**config.mk**
```make
export PLATFORM = sky130hd
export DESIGN_NAME = queue_calc_ctrl
export DESIGN_NICKNAME = d
export VERILOG_FILES = /design/src/rtl/queue_calc_ctrl.sv
export SDC_FILE = /design/constraint.sdc
export NUM_CORES = 1
export LEC_CHECK = 0
export ABC_CLOCK_PERIOD_IN_PS = 4400
export BUFFER_PORTS_ARGS = -buffer_cell sky130_fd_sc_hd__buf_2
export CORE_MARGIN = 2
export CORE_UTILIZATION = 56
export DETAILED_ROUTE_END_ITERATION = 6
export PLACE_DENSITY = 0.81
export SLEW_MARGIN = 15
export SYNTH_ARGS = -nofsm -noshare
export SYNTH_HDL_FRONTEND = slang
export SYNTH_SLANG_ARGS = --single-unit
```
**constraint.sdc**
```tcl
create_clock -name clk -period 4.4 [get_ports clk]
set_input_delay 0.44 -clock clk [delete_from_list [all_inputs] [get_ports clk]]
set_output_delay 0.44 -clock clk [all_outputs]
set_load 0.02 [all_outputs]
```
**src/rtl/queue_calc_ctrl.sv**
```systemverilog
// Token-driven calculator front end for an external slot queue: operands are pushed,
// operators consume the front pair and push the result back, emit pops the front.
module queue_calc_ctrl (
  input  logic        clk,
  input  logic        rst,
  input  logic        tok_valid,
  input  logic        tok_is_op,
  input  logic [7:0]  tok_data,
  output logic        tok_ready,
  output logic [7:0]  q_back,
  output logic [2:0]  q_pos_back,
  output logic [1:0]  q_opcode,
  input  logic [15:0] q_top_conc,
  output logic [7:0]  res_data,
  output logic        res_valid,
  input  logic        res_ready,
  output logic [2:0]  q_count,
  output logic        busy,
  output logic        err_ovf,
  output logic        err_unf
);

  typedef enum logic [2:0] {
    IDLE,
    CMD,
    PAIR,
    PAIR_WAIT,
    POP,
    POP_WAIT,
    EMIT
  } state_t;

  localparam logic [1:0] OPC_PUSH = 2'b00;
  localparam logic [1:0] OPC_PAIR = 2'b10;
  localparam logic [1:0] OPC_POP  = 2'b11;
  localparam logic [2:0] POS_NONE = 3'd7;
  localparam logic [2:0] DEPTH    = 3'd5;

  state_t      state_q;
  logic [1:0]  op_q;
  logic [2:0]  count_q;
  logic [7:0]  alu_d;
  logic [7:0]  opnd_a;
  logic [7:0]  opnd_b;

  assign opnd_a = q_top_conc[15:8];
  assign opnd_b = q_top_conc[7:0];

  // 8-bit operators give the modulo-256 result directly.
  always_comb begin
    alu_d = opnd_a * opnd_b;
    case (op_q)
      2'b00:   alu_d = opnd_a + opnd_b;
      2'b01:   alu_d = opnd_a - opnd_b;
      default: alu_d = opnd_a * opnd_b;
    endcase
  end

  assign tok_ready = (state_q == IDLE);
  assign busy      = (state_q != IDLE);
  assign q_count   = count_q;

  always_ff @(posedge clk) begin
    if (rst) begin
      state_q    <= IDLE;
      op_q       <= 2'b00;
      count_q    <= 3'd0;
      q_opcode   <= OPC_PUSH;
      q_pos_back <= POS_NONE;
      q_back     <= 8'd0;
      res_data   <= 8'd0;
      res_valid  <= 1'b0;
      err_ovf    <= 1'b0;
      err_unf    <= 1'b0;
    end else begin
      // Idle command unless a state below issues a real one this edge.
      q_opcode   <= OPC_PUSH;
      q_pos_back <= POS_NONE;
      q_back     <= 8'd0;

      case (state_q)
        IDLE: begin
          if (tok_valid) begin
            if (!tok_is_op) begin
              if (count_q < DEPTH) begin
                q_pos_back <= count_q;
                q_back     <= tok_data;
                count_q    <= count_q + 3'd1;
                state_q    <= CMD;
              end else begin
                err_ovf <= 1'b1;
              end
            end else if (tok_data[1:0] == 2'b11) begin
              if (count_q >= 3'd1) begin
                q_opcode <= OPC_POP;
                count_q  <= count_q - 3'd1;
                state_q  <= POP;
              end else begin
                err_unf <= 1'b1;
              end
            end else begin
              if (count_q >= 3'd2) begin
                op_q     <= tok_data[1:0];
                q_opcode <= OPC_PAIR;
                count_q  <= count_q - 3'd2;
                state_q  <= PAIR;
              end else begin
                err_unf <= 1'b1;
              end
            end
          end
        end
        CMD:       state_q <= IDLE;
        PAIR:      state_q <= PAIR_WAIT;
        PAIR_WAIT: begin
          q_pos_back <= count_q;
          q_back     <= alu_d;
          count_q    <= count_q + 3'd1;
          state_q    <= CMD;
        end
        POP:       state_q <= POP_WAIT;
        POP_WAIT: begin
          res_data  <= opnd_a;
          res_valid <= 1'b1;
          state_q   <= EMIT;
        end
        EMIT: begin
          if (res_ready) begin
            res_valid <= 1'b0;
            state_q   <= IDLE;
          end
        end
        default:   state_q <= IDLE;
      endcase
    end
  end

endmodule

```
==> flow_metrics.py <==
metrics = {
    "drt": {
        "wirelength_um": 6720,
        "vias": 2598,
        "ant_nets": 0,
        "post_drt_wl_per_cell_um": 14.1,
        "dr.pass1.iters": 5,
        "dr.first_iter.drc_count": 185,
        "via_per_inst": 5.45,
        "drc_errors": 0,
    },
    "min_path": {
        "hold_depth": 3,
        "hp-start": "tok_data[2]",
        "min_path_type": "input port to flip-flop",
        "holdPathEnd": "q_back[2]",
    },
    "worst_setup_path": {
        "crit_arrival_ns": 4.11,
        "rr_worst_depth": 10,
        "r2r-end": "q_back[6]",
        "rrSetupSlack_ns": 1.29,
        "crit_fanout": 7,
        "rr_startpoint": "op_q[1]",
        "criticalPathCategory": "input port to flip-flop",
        "crit_required_ns": 4.62,
        "start_kind": "input port",
        "crit_path_end_kind": "flip-flop",
    },
    "global_route": {
        "grt_pass1_vias": 2391,
        "grt_use_total_pct": 25.2,
        "use_met3_pct": 3.97,
        "grt_util_met1_pct": 36.7,
        "overflow": 0,
        "grt_pass1_wl_um": 11000,
        "use_met2_pct": 40.0,
        "antenna_found_initial": 0,
        "grt_start_max_net_pins": 23,
        "top_usage_layer": "met2",
    },
    "final_layout": {
        "layout-drive-gt1-share_pct": 17.8,
        "area_delta_synth_final_pct": 15.2,
        "finalNetCount": 484,
        "final_common_cell": "buf_2",
        "seq_area_um2": 641,
        "fill_cells": 429,
        "multiInputGateArea_mm2": 0.00202,
        "final-instance-count-excl-fill": 477,
        "antennaDiodeCount": 0,
        "layout_common_cells": "buf_2 (57), inv_1 (42), nor2_1 (39), nand2_1 (33)",
    },
    "clock_tree": {
        "post_cts_resized": 0,
        "clock_path_buffers": 2,
        "cts_root_buffer": "clkbuf_8",
        "cts_tree": "yes",
        "clkLatencyLatePin_ns": 0.28,
        "cts_buffers": 5,
        "cts.sinks": 32,
        "holdBufCountCts": 0,
        "cts_setup_buffers": 0,
        "clkTransAtPathRegs_ns": 0.06,
        "cts_htree_levels": 2,
    },
    "timing": {
        "slew_headroom_pct": 63.3,
        "tightest_slew_ns": 0.549,
        "grt_setup_unrepaired": "no",
        "min_period_ns": 3.89,
        "final_max_slew_viol_count": 0,
        "finalSetupViolCount": 0,
        "final.setup.tns_ns": 0,
        "fmax_ghz": 0.257,
        "fin_skew_ns": 0.00435,
        "hold_viol": 0,
        "min_period_over_period_pct": 88.5,
    },
    "die": {
        "rows": 25,
        "die_x_um": 75.4,
        "start_util_pct": 59.3,
        "pin_count": 58,
        "core_mm2": 0.00482,
        "dieArea_mm2": 0.00569,
        "die_y_um": 75.4,
    },
    "yosys": {
        "syn-num-nets": 427,
        "ys_seq_elements": 32,
        "seq_area_frac_synth_pct": 22.4,
        "synth_area_per_cell_um2": 8.10,
        "ys_types": 48,
        "mappedNetlistArea_mm2": 0.00286,
        "ys.flop_type": "dfxtp_1",
        "synth.yosys.warnings": 0,
        "async_flop_share_pct": 0,
        "synth-edff-count": 0,
        "synthCells": 353,
    },
    "power_and_ir_drop": {
        "clockPowerShare_pct": 23.2,
        "power_per_cell_area_mw_per_mm2": 316,
        "p_comb_share_pct": 45.6,
        "power_switching_uw": 386,
        "share_seq_of_total_power_pct": 31.3,
        "finalPower_mw": 1.04,
        "p_sw_share_pct": 37.1,
        "p_int_uw": 656,
        "p_leak_nw": 1.66,
        "peakVddDrop_uv": 218,
    },
    "placed_design": {
        "gp_congestion": 0.942,
        "port_buffers": 57,
        "placedCellCount": 470,
        "dp_hpwl_um": 5370,
    },
    "outcome": {
        "outcome": "completed",
    },
    "run": {
        "cap_violations": 0,
    },
}
stage by stage:
stage | hold slack (ns) | utilization, % | instance area, µm² | worst slack [ns]
after detailed placement | 0.458 | 66.4 | 3200 | 0.211
after global routing | 0.413 | 68.4 | 3290 | 0.367
final | 0.389 | 68.4 | 3290 | 0.508
after global placement | 0.452 | 66.4 | 3200 | 0.260
after floorplan | 0.455 | - | 2860 | 0.523
after CTS | 0.395 | 68.4 | 3290 | 0.500
critical path, cell delays in order:
cell     delay [ns]
buf_2          0.14
and2_1         0.18
fa_1           0.42
inv_1          0.09
fa_1           0.40
fa_1           0.50
fa_1           0.44
xor2_1         0.18
xnor3_1        0.32
xnor3_1        0.38
xnor3_1        0.22
a211o_1        0.29
o21ai_1        0.10
cells in the mapped netlist, types with 2 or more instances:
| cell type | instances | area share, % |
|---|---|---|
| o211ai_1 | 2 | 0.53 |
| a211oi_1 | 3 | 0.79 |
| o31ai_1 | 2 | 0.53 |
| mux2i_1 | 9 | 3.2 |
| o21ai_0 | 12 | 2.1 |
| nor2_1 | 39 | 5.1 |
| nand3_1 | 6 | 1.1 |
| nor3_1 | 14 | 2.5 |
| clkbuf_1 | 7 | 0.92 |
| or4_1 | 2 | 0.53 |
| xnor2_1 | 15 | 4.6 |
| xnor3_1 | 3 | 2.4 |
| dfxtp_1 | 32 | 22 |
| or3_1 | 4 | 0.88 |
| ha_1 | 32 | 14 |
| a21o_1 | 3 | 0.79 |
| xor2_1 | 3 | 0.92 |
| nor2_2 | 2 | 0.44 |
| nand2b_1 | 3 | 0.66 |
| nor2b_1 | 5 | 1.1 |
| and2_1 | 15 | 3.3 |
| a21oi_1 | 19 | 3.3 |
| a31oi_1 | 5 | 1.1 |
| o21a_1 | 5 | 1.3 |
| fa_1 | 13 | 9.1 |
| a22oi_1 | 3 | 0.79 |
| nand2_1 | 33 | 4.3 |
| inv_1 | 42 | 5.5 |
metal layers:
metal | vias up | routed length [µm]
met3 | 13 | 365
li1 | 1288 | -
met4 | 0 | 78
met5 | - | 0
met1 | 1211 | 3160
met2 | 86 | 3120
cell families (layout without fill, tap and decap cells):
kind of cell / after synthesis / after routing / share of synthesized area, %
compound gates: 63 / 63 / 14.0
xor+xnor: 21 / 21 / 7.88
fa+ha+maj: 45 / 45 / 23.1
buf+inv: 51 / 108 / 6.96
flops: 32 / 32 / 22.4
mux: 10 / 10 / 3.55
simple gates: 131 / 131 / 22.1
power groups by stage:
stage	logic, mW	clock network [mW]	registers, mW
final	0.475	0.241	0.326
after global routing	0.530	0.254	0.329
after CTS	0.475	0.243	0.325
after detailed placement	0.472	0	0.332
after global placement	0.463	0	0.331
after floorplan	0.342	0	0.346
area by class of cell:
class | count | area share (%)
flip-flops and latches | 32 | 19.5
clock buffers | 7 | 2.93
multi-input cells | 270 | 61.3
inverters | 43 | 4.90
repair buffers | 58 | 8.89
well taps | 67 | 2.55
worst max path at each step:
stage	cells past startpoint	slack, ns	endpoint	from
CTS	13	0.50	q_back[7]	q_top_conc[4]
floorplan	12	0.52	q_back[7]	q_top_conc[4]
detailed placement	13	0.21	q_back[7]	q_top_conc[4]
global route	13	0.37	q_back[7]	q_top_conc[4]
global placement	13	0.26	q_back[7]	q_top_conc[4]
finish	13	0.51	q_back[7]	q_top_conc[4]
registers in the layout, summed over array words and instances, names as in the netlist:
register,count
res_valid,1
op_q,2
q_back,8
q_count,3
state_q,3
q_pos_back,3
err_unf,1
err_ovf,1
q_opcode,2
res_data,8
(Power assumes the default switching activity.)
